--- src/rtl/uart_tx_fifo.sv ---
// uart_tx_fifo: transmit FIFO feeding an 8N1-style UART serializer with
// optional parity, 1 or 2 stop bits and RTS flow control checked at frame start.
//
// state     | meaning
// ----------+-----------------------------------------------------------
// ST_IDLE   | line high, waiting for a queued word and USB_RTS low
// ST_START  | start bit (0) for OVERSAMPLE cycles
// ST_DATA   | DATA_BITS payload bits, LSB first
// ST_PARITY | one parity bit (only reached when PARITY != 0)
// ST_STOP   | STOP_BITS stop bits (1); last cycle may chain into ST_START
module uart_tx_fifo #(
    parameter int DATA_BITS  = 8,
    parameter int OVERSAMPLE = 16,
    parameter int PARITY     = 0,
    parameter int STOP_BITS  = 1,
    parameter int FIFO_DEPTH = 4
) (
    input  logic                                 uart_sampling_clk,
    input  logic                                 rst_n,
    input  logic [DATA_BITS-1:0]                 tx_data,
    input  logic                                 tx_valid,
    output logic                                 tx_ready,
    input  logic                                 USB_RTS,
    output logic                                 USB_TX,
    output logic                                 busy,
    output logic [$clog2(FIFO_DEPTH+1)-1:0]      fifo_count
);

    localparam int PTR_W  = $clog2(FIFO_DEPTH);
    localparam int CNT_W  = $clog2(FIFO_DEPTH + 1);
    localparam int SAMP_W = $clog2(OVERSAMPLE);
    localparam int BIT_W  = $clog2(DATA_BITS);

    typedef enum logic [2:0] {
        ST_IDLE   = 3'd0,
        ST_START  = 3'd1,
        ST_DATA   = 3'd2,
        ST_PARITY = 3'd3,
        ST_STOP   = 3'd4
    } state_t;

    logic [DATA_BITS-1:0] r_mem [FIFO_DEPTH];
    logic [PTR_W-1:0]     r_wr_ptr;
    logic [PTR_W-1:0]     r_rd_ptr;
    logic [CNT_W-1:0]     r_count;

    state_t               r_state;
    logic [SAMP_W-1:0]    r_sample;
    logic [BIT_W-1:0]     r_bit;
    logic [DATA_BITS-1:0] r_shift;
    logic                 r_par;
    logic                 r_tx;

    state_t               w_state_nx;
    logic [SAMP_W-1:0]    w_sample_nx;
    logic [BIT_W-1:0]     w_bit_nx;
    logic [DATA_BITS-1:0] w_shift_nx;
    logic                 w_par_nx;
    logic                 w_tx_nx;
    logic                 w_pop;
    logic                 w_push;
    logic                 w_full;
    logic                 w_can_start;
    logic                 w_bit_end;
    logic [DATA_BITS-1:0] w_head;

    // A full FIFO refuses pushes even when a pop happens in the same cycle.
    assign w_full      = (r_count == CNT_W'(FIFO_DEPTH));
    assign w_push      = tx_valid && !w_full;
    assign w_can_start = (r_count != '0) && !USB_RTS;
    assign w_bit_end   = (r_sample == SAMP_W'(OVERSAMPLE - 1));
    assign w_head      = r_mem[r_rd_ptr];

    assign tx_ready   = !w_full;
    assign USB_TX     = r_tx;
    assign busy       = (r_state != ST_IDLE);
    assign fifo_count = r_count;

    // FIFO storage; contents are meaningless once the pointers are reset.
    always_ff @(posedge uart_sampling_clk) begin
        if (w_push) begin
            r_mem[r_wr_ptr] <= tx_data;
        end
    end

    // FIFO pointers and occupancy; pointers wrap naturally (power-of-2 depth).
    always_ff @(posedge uart_sampling_clk or negedge rst_n) begin
        if (!rst_n) begin
            r_wr_ptr <= '0;
            r_rd_ptr <= '0;
            r_count  <= '0;
        end else begin
            if (w_push) r_wr_ptr <= r_wr_ptr + 1'b1;
            if (w_pop)  r_rd_ptr <= r_rd_ptr + 1'b1;
            case ({w_push, w_pop})
                2'b10:   r_count <= r_count + 1'b1;
                2'b01:   r_count <= r_count - 1'b1;
                default: r_count <= r_count;
            endcase
        end
    end

    // Serializer state register; the line level is registered alongside the state.
    always_ff @(posedge uart_sampling_clk or negedge rst_n) begin
        if (!rst_n) begin
            r_state  <= ST_IDLE;
            r_sample <= '0;
            r_bit    <= '0;
            r_shift  <= '0;
            r_par    <= 1'b0;
            r_tx     <= 1'b1;
        end else begin
            r_state  <= w_state_nx;
            r_sample <= w_sample_nx;
            r_bit    <= w_bit_nx;
            r_shift  <= w_shift_nx;
            r_par    <= w_par_nx;
            r_tx     <= w_tx_nx;
        end
    end

    // Next-state logic; w_tx_nx is the level of the bit the next state carries.
    always_comb begin
        w_state_nx  = r_state;
        w_sample_nx = w_bit_end ? '0 : r_sample + 1'b1;
        w_bit_nx    = r_bit;
        w_shift_nx  = r_shift;
        w_par_nx    = r_par;
        w_tx_nx     = r_tx;
        w_pop       = 1'b0;

        case (r_state)
            ST_IDLE: begin
                w_sample_nx = '0;
                w_tx_nx     = 1'b1;
                if (w_can_start) begin
                    w_pop       = 1'b1;
                    w_shift_nx  = w_head;
                    w_par_nx    = (^w_head) ^ (PARITY == 1);
                    w_bit_nx    = '0;
                    w_state_nx  = ST_START;
                    w_tx_nx     = 1'b0;
                end
            end
            ST_START: begin
                if (w_bit_end) begin
                    w_state_nx = ST_DATA;
                    w_bit_nx   = '0;
                    w_tx_nx    = r_shift[0];
                end
            end
            ST_DATA: begin
                if (w_bit_end) begin
                    if (r_bit == BIT_W'(DATA_BITS - 1)) begin
                        w_bit_nx = '0;
                        if (PARITY != 0) begin
                            w_state_nx = ST_PARITY;
                            w_tx_nx    = r_par;
                        end else begin
                            w_state_nx = ST_STOP;
                            w_tx_nx    = 1'b1;
                        end
                    end else begin
                        w_bit_nx   = r_bit + 1'b1;
                        w_shift_nx = r_shift >> 1;
                        w_tx_nx    = r_shift[1];
                    end
                end
            end
            ST_PARITY: begin
                if (w_bit_end) begin
                    w_state_nx = ST_STOP;
                    w_bit_nx   = '0;
                    w_tx_nx    = 1'b1;
                end
            end
            ST_STOP: begin
                if (w_bit_end) begin
                    if (r_bit == BIT_W'(STOP_BITS - 1)) begin
                        // Final stop cycle: the only point besides IDLE where RTS is honoured.
                        w_bit_nx = '0;
                        if (w_can_start) begin
                            w_pop      = 1'b1;
                            w_shift_nx = w_head;
                            w_par_nx   = (^w_head) ^ (PARITY == 1);
                            w_state_nx = ST_START;
                            w_tx_nx    = 1'b0;
                        end else begin
                            w_state_nx = ST_IDLE;
                            w_tx_nx    = 1'b1;
                        end
                    end else begin
                        w_bit_nx = r_bit + 1'b1;
                        w_tx_nx  = 1'b1;
                    end
                end
            end
            default: begin
                w_state_nx  = ST_IDLE;
                w_sample_nx = '0;
                w_tx_nx     = 1'b1;
            end
        endcase
    end

endmodule

--- config.mk ---
export PLATFORM = sky130hd
export DESIGN_NAME = uart_tx_fifo
export DESIGN_NICKNAME = d
export VERILOG_FILES = /design/src/rtl/uart_tx_fifo.sv
export SDC_FILE = /design/constraint.sdc
export NUM_CORES = 1
export LEC_CHECK = 0
export BUFFER_PORTS_ARGS = -buffer_cell sky130_fd_sc_hd__buf_4
export CORE_ASPECT_RATIO = 1.4
export CORE_MARGIN = 2
export CORE_UTILIZATION = 32
export DETAILED_ROUTE_END_ITERATION = 8
export PLACE_DENSITY_LB_ADDON = 0.05
export SLEW_MARGIN = 25
export SYNTH_ARGS = -nofsm -noshare
export SYNTH_HDL_FRONTEND = slang
export SYNTH_SLANG_ARGS = --single-unit
export TNS_END_PERCENT = 1
--- constraint.sdc ---
create_clock -name uart_sampling_clk -period 4.2 [get_ports uart_sampling_clk]
set_input_delay 0.42 -clock uart_sampling_clk [delete_from_list [all_inputs] [get_ports uart_sampling_clk]]
set_output_delay 0.42 -clock uart_sampling_clk [all_outputs]
set_load 0.02 [all_outputs]
==> Word-level counts from Yosys, hierarchy flattened <==
Memory sizes are Yosys's and may differ from the RTL's.
Index checks and enable logic that the tools add are counted.
{ "classes": {"mux": 39, "reduce_logical": 17, "add_sub_neg": 6, "eq_ne": 18} }
{ "op_table": {"columns": ["operator", "n"], "rows": [
  ["8-bit 2-to-1 mux", 5],
  ["3-bit 2-to-1 mux", 13],
  ["8-bit case mux with 3 select lines", 1],
  ["2-bit inequality test (second input constant)", 8],
  ["3-bit case mux with 5 select lines", 1],
  ["1-bit 2-to-1 mux", 13],
  ["3-bit case mux with 4 select lines", 1],
  ["5-bit AND reduction", 2],
  ["3-bit == test (second input constant)", 3],
  ["3-bit nonzero test", 3],
  ["4-bit 2-to-1 mux", 2],
  ["7-bit AND reduction", 1],
  ["3-bit by 1-bit adder with 3-bit output (second input constant)", 2],
  ["3-bit by 2-bit == test with 1-bit output (second input constant)", 2],
  ["3-bit logical NOT", 2],
  ["3-bit case mux with 2 select lines", 1],
  ["1-bit case mux with 5 select lines", 1],
  ["2-bit by 1-bit adder with 2-bit output (second input constant)", 2],
  ["4-bit by 1-bit adder with 4-bit output (second input constant)", 1],
  ["4-bit == test (second input constant)", 1],
  ["4-bit AND reduction", 1],
  ["4-bit nonzero test", 1],
  ["4-bit OR reduction", 1],
  ["3-bit by 1-bit == test with 1-bit output (second input constant)", 1],
  ["9 further kinds", 11]
]} }
{ "word_totals": {"in_bits": 12, "out_inout_bits": 6, "ram_bits": 32, "reg_bits": 26, "n_memories": 1, "elab_cells": 89} }
{ "mem_list": {"columns": ["name", "words", "word_bits", "read_ports", "rd_clocked_by_memory_dff", "wr", "line_no", "rtl"], "rows": [
  ["r_mem", 4, 8, 1, 0, 1, "42", "logic [DATA_BITS-1:0] r_mem [FIFO_DEPTH];"]
]} }

==> Logic depth before layout (Yosys ltp) <==
Gate-level depths: netlist of the first run.
{ "depth": {"word_depth": 8, "ltp_mapped": 12, "ltp_nobuf": 12} }

==> Worst setup path before layout of the first run <==
OpenSTA, ideal clock, no wires.
{ "synth_timing": {"kind": "register -> register", "startpoint": "reg r_count[0] (netlist: fifo_count[0])", "endpoint": "reg r_count[2] (netlist: fifo_count[2])", "required_time_ns": 4.120, "period_less_slack_ns": 2.225, "path_slack_ns": 1.975, "setup_ns": 0.080, "path_buffers": 0, "stages_incl_launch_ff": 11, "t_arrival_ns": 2.145, "path_cell_list": "dfrtp_1 inv_1 nand3_1 and2_1 inv_1 ha_1 inv_1 fa_1 xor2_1 nor2_1 xor2_1"} }
{ "synth_via": {"word_cells_on_any_way": 15, "cone_classes": "add/sub: 2; eq/ne: 3; mux: 5; reduce/logical: 5"} }
{ "synth_rtl": {"columns": ["item", "line_no", "rtl"], "rows": [
  ["start, declared", "45", "logic [CNT_W-1:0] r_count;"],
  ["start signal, assigned", "96", "2'b10: r_count <= r_count + 1'b1;"],
  ["start signal, assigned", "97", "2'b01: r_count <= r_count - 1'b1;"],
  ["start signal, assigned", "98", "default: r_count <= r_count;"],
  ["3-bit == test *", "68", "assign w_full = (r_count == CNT_W'(FIFO_DEPTH));"],
  ["1-bit logical NOT *", null, null],
  ["via tx_ready", "22", "output logic tx_ready,"],
  ["1-bit logical AND *", "69", "assign w_push = tx_valid && !w_full;"],
  ["2-bit by 1-bit == test with 1-bit output / 2-bit == test (equally long branches)", "95", "case ({w_push, w_pop})"],
  ["3-bit case mux with 2 select lines / 2-bit nonzero test (equally long branches)", null, null]
]} }
The timed path passes the listed nets; every way through them passes the cells marked *.
A chain may end at the register's enable or synchronous reset.

==> Worst setup path in the final report of the first run <==
{ "layout_timing": {"startpoint": "reg r_sample[0]", "endpoint": "reg r_count[2] (netlist: fifo_count[2])"} }
{ "layout_via": {"elab_chain_len": 5, "word_cells_on_any_way": 7, "cone_classes": "eq/ne: 3; mux: 3; reduce/logical: 1"} }
{ "layout_rtl": {"columns": ["item", "line_no", "rtl"], "rows": [
  ["start, declared", "48", "logic [SAMP_W-1:0] r_sample;"],
  ["start signal, assigned", "114", "r_sample <= w_sample_nx;"],
  ["4-bit == test *", "71", "assign w_bit_end = (r_sample == SAMP_W'(OVERSAMPLE - 1));"],
  ["1-bit 2-to-1 mux *", "178", "if (w_bit_end) begin"],
  ["1-bit case mux with 2 select lines *", "132", "case (r_state)"],
  ["via w_pop", "60", "logic w_pop;"],
  ["2-bit by 1-bit == test with 1-bit output / 2-bit == test (equally long branches)", "95", null],
  ["3-bit case mux with 2 select lines / 2-bit nonzero test (equally long branches)", null, null]
]} }
Marks and branches as above.

==> metrics.log, run 1 <==
[metrics] critical-path maximum fanout: 5
[metrics] number of global-route vias before repair: 1,619
[metrics] setup tns final: 0 ps
[metrics] RSZ-0062 raised after global routing: false
[metrics] internal power summed over all cells: 1.25 mW
[metrics] mux cell area share after synthesis: 15.5%
[metrics] maximum number of pins on one net before global-route repair: 27
[metrics] post-place setup slack: 1820 ps
[metrics] total power consumption of the routed design: 1.69 mW
[metrics] Storage cell area: 1610 um^2
[metrics] Via Count: 1,485
[metrics] area of the multi-input gates: 1020 um^2
[metrics] Area Growth Syn to Fin: 17.9%
[metrics] Routed Antenna Nets: 0
[metrics] maximum vdd ir drop: 0.000274 V
[metrics] warnings from Yosys: 0
[metrics] final critical delay including setup and external delays: 2400 ps
[metrics] Initial DRC Count: 41
[metrics] Net Count, Synth: 201
[metrics] GRT overflow: 0
[metrics] Final Slew Violations: 0
[metrics] final non-filler cell area: 3230 um^2
[metrics] ratio of final minimum period to clock period: 57.1%
[metrics] total wirelength of the detailed-routed design: 4790 um
[metrics] # clock sinks: 58
[metrics] data required time of the worst path: 4440 ps
[metrics] main combinational cell family by area after synthesis: multiplexers
[metrics] number of failing setup endpoints in the final timing report: 0
[metrics] slowest stage cell, crit path: sky130_fd_sc_hd__dfrtp_1
[metrics] DIE HEIGHT: 113 um
[metrics] Finished Layout Cells: 306
[metrics] Clock Skews: 5.79 ps
[metrics] wire length per cell after detailed routing: 15.6 um
[metrics] Overall Global Routing Usage: 12.1%
[metrics] CTS tree: done
[metrics] net switching power figure: 0.436 mW
[metrics] count of cell types in the netlist: 50
[metrics] Remaining DRCs: 0
[metrics] xor/xnor share of the synthesized area: 2.56%
[metrics] portion of total power attributed to sequential cells: 43.5%
[metrics] global placement routability congestion: 0.845
[metrics] CTS Buf Count: 9
[metrics] Final Util: 39.1%
[metrics] # Post-CTS Setup Buffers: 0
[metrics] power density of the placed cells: 523 nW/um^2
[metrics] max-slew headroom at the worst pin: 60.0%
[metrics] root buffer cell: sky130_fd_sc_hd__clkbuf_16
[metrics] Placement Cell Area: 2920 um^2
[metrics] number of maximum-capacitance violations: 0
[metrics] standby leakage power: 1.32 nW
[metrics] buffer depth of the longest clock path: 2
[metrics] first-pass iteration count of the detailed router: 4
[metrics] vias per inst: 4.85
[metrics] Floorplan Core Area: 8250 um^2
[metrics] number of placement rows: 39
[metrics] worst min path class: in2async
[metrics] worst-margin pin slew: 599 ps
[metrics] synthesized-area fraction occupied by ao, oa, aoi and oai cells: 4.48%
[metrics] proportion of total power due to net switching: 25.9%
[metrics] flops & latches, synth: 58
[metrics] IO Port Bufs: 17
[metrics] Antenna diodes: 0
[metrics] wire length of the first global-routing pass: 8190 um
[metrics] number of antenna violations at the first check in global routing: 0
[metrics] sequential cell area fraction in the yosys report: 58.9%
[metrics] die area: 9320 um^2
[metrics] Hold Vio Cnt, Final: 0
[metrics] start-to-end type of the worst setup path: reg2reg
[metrics] worst reg2reg path depth: 11
[metrics] post-DP HPWL: 3440 um
[metrics] clock transition at the registers of the reported paths: 50 ps
[metrics] post-synthesis average cell area: 15.3 um^2
[metrics] final setup slack of the worst path: 1800 ps
[metrics] clock insertion delay at the later pin of the skew report: 320 ps
[metrics] tightest hold margin: 4.23 ps
[metrics] Total Nets Final: 221
[metrics] fraction of the mapped netlist area in simple logic gates: 9.83%
[metrics] Gates resized, CTS repair: 0
[metrics] startpoint types: flip-flop
[metrics] outcome: finished, final reports clean
[metrics] crit path DAT: 2640 ps
[metrics] capturing element type of the critical path: flip-flop
[metrics] number of enable flip-flop cells after synthesis: 32
[metrics] most used flip-flop cell after synthesis: sky130_fd_sc_hd__edfxtp_1
[metrics] stage delay of the slowest cell on the critical path: 400 ps
[metrics] Die W: 82.2 um
[metrics] count of hold-fix buffers inserted at cts: 0
[metrics] Max Fclk: 417 MHz
[metrics] Cell Area, Synth: 2740 um^2
[metrics] synthesized-area fraction occupied by adder cells: 4.84%
[metrics] I/O Pins: 18
[metrics] share of power burned in the clock network: 42.6%
[metrics] Post-Synthesis Cells: 179
[metrics] Fill cells: 752
[metrics] Critical Path, Cell by Cell: ha_1, nand3_1, o21ai_1, nand2_1, inv_1, ha_1, inv_1, fa_1, xor2_1, nor2_1, xor2_1
[metrics] proportion of register bits with asynchronous set or reset after synthesis: 44.8%
[metrics] share of post-route cells with drive strength above 1: 31.9%
[metrics] Initial Util: 33.2%
[metrics] Placed Cells incl. Taps: 290
[metrics] combinational share of power: 13.9%
[metrics] maximum level of the CTS H-tree: 3
-- per-layer routing --
| metal | share of wire (%) | GRT usage (%) | vias up |
|---|---|---|---|
| li1 | - | - | 709 |
| met1 | 42 | 14.3 | 742 |
| met2 | 53 | 20.1 | 27 |
| met3 | 2.9 | 4.03 | 7 |
| met4 | 2.0 | 4.67 | 0 |
| met5 | 0 | 0 | - |
-- power by group through the flow --
stage	clock, mW	sequential, mW	combinational, mW
after floorplan	0	0.754	0.130
after global placement	0	0.739	0.232
after detailed placement	0	0.745	0.244
after CTS	0.738	0.736	0.245
after global routing	0.766	0.744	0.269
final	0.718	0.734	0.235
-- cells in the mapped netlist, types with 2 or more instances --
master	number	area, um^2
sky130_fd_sc_hd__buf_4	2	15.0
sky130_fd_sc_hd__mux2_4	8	120
sky130_fd_sc_hd__dfrtp_1	25	626
sky130_fd_sc_hd__a21oi_1	4	20.0
sky130_fd_sc_hd__nor3_1	5	25.0
sky130_fd_sc_hd__nand2_1	6	22.5
sky130_fd_sc_hd__xnor2_1	6	52.6
sky130_fd_sc_hd__and3_1	6	37.5
sky130_fd_sc_hd__ha_1	9	113
sky130_fd_sc_hd__o21ai_1	3	15.0
sky130_fd_sc_hd__mux4_2	7	158
sky130_fd_sc_hd__o21ai_0	2	10.0
sky130_fd_sc_hd__mux2_2	7	78.8
sky130_fd_sc_hd__xor2_1	2	17.5
sky130_fd_sc_hd__nor3_2	2	20.0
sky130_fd_sc_hd__nand3_1	3	15.0
sky130_fd_sc_hd__inv_1	10	37.5
sky130_fd_sc_hd__edfxtp_1	32	961
sky130_fd_sc_hd__nor2_1	4	15.0
sky130_fd_sc_hd__mux2i_1	3	30.0
sky130_fd_sc_hd__buf_6	4	45.0
-- sequential cells by signal, summed over array words and instances (netlist names) --
| name | flops |
|---|---|
| USB_TX | 1 |
| fifo_count | 3 |
| r_bit | 3 |
| r_mem | 32 |
| r_rd_ptr | 2 |
| r_sample | 4 |
| r_shift | 8 |
| r_state | 3 |
| r_wr_ptr | 2 |
-- placed cells by master, fill, tap and decap left out, drive strengths merged, types with 7 or more instances in the layout --
cell type	instances
clkbuf	9
dfrtp	25
nor3	7
inv	11
buf	17
mux2	16
ha	9
edfxtp	32
and3	7
mux4	8
-- critical path, delay by kind of cell (launching register included) --
family,cells,cell delay (ps)
xor gates and xnor gates,2,310
adders and majority gates,3,790
AOI/OAI and AO/OA,1,240
DFF,1,400
and+or+nand+nor,3,440
buffers and inverters,2,150
-- cell type report --
cell class              instances  area share, %
clock buffers                   9           6.98
clock inverters                 7           2.40
inverters                      10           1.16
multi-input cells             103           31.6
flip-flops and latches         58           50.0
well taps                     102           3.96
repair buffers                 17           3.96
-- final timing paths --
check | from | to | slack, ps
max in group asynchronous | rst_n | USB_TX | 3890
worst max register to register | r_sample[0] | fifo_count[2] | 1800
min in group uart_sampling_clk | tx_data[6] | r_mem[1][6] | 300
worst max-delay path | r_sample[0] | fifo_count[2] | 1800
worst min-delay path | rst_n | r_sample[1] | 4
worst min register to register | r_shift[4] | r_shift[4] | 520
-- kinds of logic (layout without fill, tap and decap cells) --
group / count (synthesis) / count (layout)
compound gates: 18 / 18
xor+xnor: 8 / 8
fa+ha+maj: 10 / 10
mux: 27 / 27
simple gates: 40 / 40
buf+inv: 18 / 43
flops: 58 / 58
Note: power is estimated with default switching activity, not from simulation.
==> inputs of run 2 (changes only) <==
- clock period: 4.2 -> 2.3 ns (I/O delays scaled with it)
==> run 2 against run 1 <==
  * Clock skew grew 0.75 ps
  * Critical path type unchanged
  * Routed wire length grew 5.1%
  * Flip-flop and latch count is the same
  * Worst hold slack gained 110 ps
  * Cell count grew 3.6%
  * Setup slack lost 1600 ps
  * First-iteration DRC count grew 61%
  * Power grew 80%
  * Via count grew 2.2%
  * Clock-buffer cell count grew 3
  * Die area is the same
  * Sequential share of layout area shrank 1.8 points
==> metrics.log, run 2 (synthesized netlist as in run 1, its figures left out) <==
[metrics] Area Growth Syn to Fin: 22.2%
[metrics] Max Fclk: 471 MHz
[metrics] Via Count: 1,518
[metrics] Placed Cells incl. Taps: 299
[metrics] buffer depth of the longest clock path: 2
[metrics] data required time of the worst path: 2530 ps
[metrics] final critical delay including setup and external delays: 2120 ps
[metrics] vias per inst: 4.79
[metrics] slowest stage cell, crit path: sky130_fd_sc_hd__dfrtp_1
[metrics] Floorplan Core Area: 8250 um^2
[metrics] Die W: 82.2 um
[metrics] Routed Antenna Nets: 0
[metrics] Initial Util: 33.2%
[metrics] total buffers and inverters traversed by the critical path: 3
[metrics] Remaining DRCs: 0
[metrics] max-slew headroom at the worst pin: 66.9%
[metrics] hold path depth: 1
[metrics] die area: 9320 um^2
[metrics] CTS Buf Count: 9
[metrics] Initial DRC Count: 66
[metrics] Critical Path, Cell by Cell: inv_2, ha_4, nand2b_4, o21ai_4, nand2_1, inv_1, ha_2, inv_1, fa_1, xor2_1, nor2_1, xor2_1
[metrics] Hold Vio Cnt, Final: 0
[metrics] first-pass iteration count of the detailed router: 4
[metrics] # clock sinks: 58
[metrics] first element of the critical path: r_bit[1]
[metrics] Antenna diodes: 0
[metrics] cell type group with the largest total delay on the critical path: adder cells
[metrics] most frequent cells in the layout: sky130_fd_sc_hd__edfxtp_1, sky130_fd_sc_hd__buf_4, sky130_fd_sc_hd__dfrtp_1, sky130_fd_sc_hd__clkbuf_16
[metrics] clock insertion delay at the later pin of the skew report: 320 ps
[metrics] CTS tree: done
[metrics] M1 WL: 2100 um
[metrics] Finished Layout Cells: 317
[metrics] I/O Pins: 18
[metrics] Overall Global Routing Usage: 12.5%
[metrics] routed length on met3: 137 um
[metrics] clock transition at the registers of the reported paths: 50 ps
[metrics] outcome: finished, final reports clean
[metrics] maximum level of the CTS H-tree: 3
[metrics] worst min path class: in2reg
[metrics] Total Nets Final: 232
[metrics] wire length per cell after detailed routing: 15.9 um
[metrics] maximum number of pins on one net before global-route repair: 27
[metrics] total number of cells along the worst setup path: 12
[metrics] DIE HEIGHT: 113 um
[metrics] number of failing setup endpoints in the final timing report: 0
[metrics] root buffer cell: sky130_fd_sc_hd__clkbuf_16
[metrics] worst-margin pin slew: 497 ps
[metrics] critical register-to-register path startpoint: r_bit[1]
[metrics] leading registers by flop count: r_mem (32), r_shift (8), r_sample (4)
[metrics] Final Slew Violations: 0
[metrics] startpoint types: flip-flop
[metrics] IO Port Bufs: 17
[metrics] crit path DAT: 2360 ps
[metrics] standby leakage power: 1.38 nW
[metrics] capturing element type of the critical path: flip-flop
[metrics] highest routed layer: met4
[metrics] number of placement rows: 39
[metrics] global placement routability congestion: 0.724
[metrics] number of antenna violations at the first check in global routing: 0
[metrics] Clock Skews: 6.53 ps
[metrics] worst reg2reg path depth: 12
[metrics] stage delay of the slowest cell on the critical path: 390 ps
[metrics] largest register by flop count: r_mem
[metrics] total wirelength of the detailed-routed design: 5030 um
[metrics] Worst Hold Launch: tx_data[6]
[metrics] wire length of the first global-routing pass: 8380 um
[metrics] Largest register FFs: 32
[metrics] GRT overflow: 0
[metrics] critical-path maximum fanout: 5
[metrics] Detail Route met2 WL: 2720 um
[metrics] post-DP HPWL: 3570 um
[metrics] number of maximum-capacitance violations: 0
[metrics] maximum vdd ir drop: 0.000434 V
[metrics] ratio of final minimum period to clock period: 92.3%
[metrics] RSZ-0062 raised after global routing: false
[metrics] start-to-end type of the worst setup path: reg2reg
[metrics] share of post-route cells with drive strength above 1: 37.2%
[metrics] power density of the placed cells: 907 nW/um^2
[metrics] setup tns final: 0 ps
[metrics] most common cell after layout, fill and taps aside: sky130_fd_sc_hd__edfxtp_1
[metrics] number of global-route vias before repair: 1,678
## run 2: changes by cell type in the layout (fill, tap and decap cells not counted), moves of 2 or more
| cell | delta |
|---|---|
| sky130_fd_sc_hd__ha_1 | -3 |
| sky130_fd_sc_hd__clkinv_2 | +2 |
| sky130_fd_sc_hd__ha_4 | +2 |
| sky130_fd_sc_hd__clkbuf_1 | +3 |
| sky130_fd_sc_hd__inv_2 | +2 |
| sky130_fd_sc_hd__clkinvlp_4 | -4 |
| sky130_fd_sc_hd__nand3_1 | -2 |
| sky130_fd_sc_hd__nand3_2 | +2 |
| sky130_fd_sc_hd__buf_4 | +10 |
| sky130_fd_sc_hd__inv_1 | -2 |
## run 2: metal layers
layer,vias to the layer above,global-route usage [%]
met2,22,20.8
met5,-,0
li1,731,-
met1,760,14.7
met3,5,3.56
met4,0,5.67
## run 2: area by class of cell
cell class / instances / area [um^2]
Fill cell: 739 / 4900
Sequential cell: 58 / 1610
Multi-Input combinational cell: 103 / 1070
Clock buffer: 12 / 236
Timing Repair Buffer: 28 / 213
Tap cell: 102 / 128
Clock inverter: 4 / 43.8
Inverter: 10 / 37.5
## run 2: timing repair
action,CTS,global route
endpoints found under the hold margin,25,0
setup buffers,0,1
hold buffers,1,0
setup endpoints to repair,0,1
gates resized for setup,0,12
## run 2: final timing paths
check / end / slack, ps
setup / recovery: fifo_count[2] / 180
hold / removal: r_mem[1][6] / 110
setup reg to reg: fifo_count[2] / 180
hold reg to reg: r_shift[3] / 500
max in group asynchronous: USB_TX / 1610
min in group asynchronous: r_sample[2] / 380
## run 2: power breakdown
| part | switching (mW) | leakage, nW | internal [mW] |
|---|---|---|---|
| Clock | 0.412 | 0.138 | 0.829 |
| Combinational | 0.268 | 0.613 | 0.180 |
| Sequential | 0.0682 | 0.627 | 1.28 |
## run 2: stage by stage
stage	power, mW	utilization [%]	hold WS, ps	setup WS [ps]	instance area, um^2
floorplan	1.61	-	-65.6	75.5	2740
global placement	1.78	36.3	165	120	2990
detailed placement	1.82	36.3	180	68.6	2990
CTS	3.09	39.8	98.9	30.4	3280
global route	3.21	40.6	99.1	13.1	3350
finish	3.03	40.6	113	178	3350
==> inputs of run 3 (changes only) <==
- CORE_MARGIN: 2 -> 5
==> run 3 against run 2 <==
  * Setup slack worse by 43 ps
  * Power is 4.4% higher
  * Critical path depth stayed put
  * Sequential power hardly changed
  * Die area is 13% higher
  * Combinational power is 1% higher
  * Cell count is 0.63% higher
  * Clock skew is 2.9 ps lower
  * Sequential share of layout area is 0.27 points lower
  * Non-clock buffer count is 1 lower
  * Worst hold slack worse by 6.7 ps
  * Fmax is 2.0% lower
  * Critical path type unchanged
  * Critical endpoint unchanged
==> metrics.log, run 3 (synthesized netlist as in run 1, its figures left out) <==
[metrics] outcome: finished, final reports clean
[metrics] Largest register FFs: 32
[metrics] Antenna diodes: 0
[metrics] Routed Antenna Nets: 0
[metrics] max-slew headroom at the worst pin: 67.6%
[metrics] die area: 10,500 um^2
[metrics] Total Nets Final: 231
[metrics] number of antenna violations at the first check in global routing: 0
[metrics] Final Slew Violations: 0
[metrics] CTS tree: done
[metrics] end of the worst register-to-register path: fifo_count[2]
[metrics] CTS Buf Count: 9
[metrics] post-DP HPWL: 3650 um
[metrics] ratio of final minimum period to clock period: 94.1%
[metrics] standby leakage power: 1.39 nW
[metrics] Fill cells: 794
[metrics] critical-path maximum fanout: 5
[metrics] maximum vdd ir drop: 0.000516 V
[metrics] setup tns final: 0 ps
[metrics] hold path depth: 1
[metrics] most frequent cells in the layout: sky130_fd_sc_hd__edfxtp_1, sky130_fd_sc_hd__buf_4, sky130_fd_sc_hd__dfrtp_1, sky130_fd_sc_hd__inv_1, sky130_fd_sc_hd__clkbuf_16
[metrics] Max Fclk: 462 MHz
[metrics] Overall Global Routing Usage: 11.1%
[metrics] data required time of the worst path: 2540 ps
[metrics] global placement routability congestion: 0.686
[metrics] share of post-route cells with drive strength above 1: 37.9%
[metrics] Hold Vio Cnt, Final: 0
[metrics] IO Port Bufs: 17
[metrics] wire length of the first global-routing pass: 8490 um
[metrics] worst-margin pin slew: 485 ps
[metrics] Worst Hold Launch: tx_data[2]
[metrics] wire length per cell after detailed routing: 15.9 um
[metrics] number of failing setup endpoints in the final timing report: 0
[metrics] total wirelength of the detailed-routed design: 5080 um
[metrics] number of maximum-capacitance violations: 0
[metrics] area of the multi-input gates: 1070 um^2
[metrics] Initial Util: 32.4%
[metrics] DIE HEIGHT: 119 um
[metrics] clock transition at the registers of the reported paths: 50 ps
[metrics] Floorplan Core Area: 8460 um^2
[metrics] Storage cell area: 1610 um^2
[metrics] worst min path class: in2reg
[metrics] Initial DRC Count: 60
[metrics] GRT overflow: 0
[metrics] Clock Skews: 3.62 ps
[metrics] RSZ-0062 raised after global routing: false
[metrics] Final Util: 39.8%
[metrics] power density of the placed cells: 941 nW/um^2
[metrics] critical register-to-register path startpoint: r_bit[0]
[metrics] leading registers by flop count: r_mem (32), r_shift (8), r_sample (4)
[metrics] first-pass iteration count of the detailed router: 4
[metrics] maximum number of pins on one net before global-route repair: 27
[metrics] Die W: 88.2 um
[metrics] crit path DAT: 2410 ps
[metrics] post-place setup slack: 49.3 ps
[metrics] buffer depth of the longest clock path: 2
[metrics] vias per inst: 4.83
[metrics] # Post-CTS Setup Buffers: 0
[metrics] I/O Pins: 18
[metrics] capturing element type of the critical path: flip-flop
[metrics] maximum level of the CTS H-tree: 3
[metrics] final critical delay including setup and external delays: 2170 ps
[metrics] # clock sinks: 58
[metrics] Register-to-Register Setup Slack: 130 ps
[metrics] start-to-end type of the worst setup path: reg2reg
[metrics] number of global-route vias before repair: 1,681
[metrics] most common cell after layout, fill and taps aside: sky130_fd_sc_hd__edfxtp_1
[metrics] Area Growth Syn to Fin: 22.9%
[metrics] root buffer cell: sky130_fd_sc_hd__clkbuf_16
[metrics] Via Count: 1,542
[metrics] largest register by flop count: r_mem
[metrics] final setup slack of the worst path: 135 ps
[metrics] Remaining DRCs: 0
[metrics] startpoint types: flip-flop
[metrics] number of placement rows: 40
[metrics] Worst Hold Endpoint: r_mem[1][2]
[metrics] clock insertion delay at the later pin of the skew report: 320 ps
[metrics] worst reg2reg path depth: 12
run 3: cell types whose count changed in the layout (fill, tap and decap cells not counted):
cell,previous run,this run
sky130_fd_sc_hd__nand2_1,6,5
sky130_fd_sc_hd__nand2_2,0,1
sky130_fd_sc_hd__clkinvlp_4,0,1
sky130_fd_sc_hd__ha_2,1,2
sky130_fd_sc_hd__buf_4,27,26
sky130_fd_sc_hd__inv_2,2,1
sky130_fd_sc_hd__bufinv_16,1,2
sky130_fd_sc_hd__clkbuf_1,3,1
sky130_fd_sc_hd__inv_1,8,9
sky130_fd_sc_hd__ha_4,2,1
run 3: worst max path at each step:
stage,slack [ps],end,cells past startpoint,start
CTS,10,fifo_count[2],12,r_bit[0]
finish,130,fifo_count[2],12,r_bit[0]
floorplan,80,fifo_count[2],10,fifo_count[0]
detailed placement,50,fifo_count[2],12,r_bit[0]
global route,7,fifo_count[2],12,r_bit[1]
global placement,120,fifo_count[2],12,r_bit[0]
run 3: where the power goes:
group	switching [mW]	internal, mW
Combinational	0.270	0.183
Sequential	0.0713	1.28
Clock	0.428	0.938
Total	0.769	2.40
run 3: timing repair:
item / 4_1_cts / 5_1_grt
endpoints found under the hold margin: 25 / 0
hold buffers: 1 / 0
resized for setup: 0 / 11
endpoints found under the setup margin: 0 / 1
run 3: final cells by class:
cell class,count,area share [%]
Clock buffer,10,6.81
Inverter,10,1.12
Sequential cell,58,47.9
Tap cell,105,3.90
Clock inverter,6,2.42
Timing Repair Buffer,27,6.10
Multi-Input combinational cell,103,31.7
run 3: critical path: stages, from the launching register on:
cell	delay, ps
sky130_fd_sc_hd__dfrtp_1	380
sky130_fd_sc_hd__inv_2	80
sky130_fd_sc_hd__ha_2	190
sky130_fd_sc_hd__nand2b_4	80
sky130_fd_sc_hd__o21ai_4	180
sky130_fd_sc_hd__nand2_2	80
sky130_fd_sc_hd__inv_1	70
sky130_fd_sc_hd__ha_2	180
sky130_fd_sc_hd__inv_1	50
sky130_fd_sc_hd__fa_1	370
sky130_fd_sc_hd__xor2_1	150
sky130_fd_sc_hd__nor2_1	130
sky130_fd_sc_hd__xor2_1	160
run 3: metal layers:
layer	GRT usage [%]	routed length, um
met2	18.4	2710
met5	0	0
met3	3.74	208
met1	12.0	1990
met4	6.62	175
run 3: per-stage QoR:
stage,power [mW],std cells,cell area [um^2],hold WS [ps]
after floorplan,1.61,179,2740,-65.6
after global placement,1.79,302,3000,165
after detailed placement,1.83,302,3000,174
after CTS,3.23,319,3320,92.8
after global routing,3.34,319,3360,94.1
final,3.17,319,3360,107
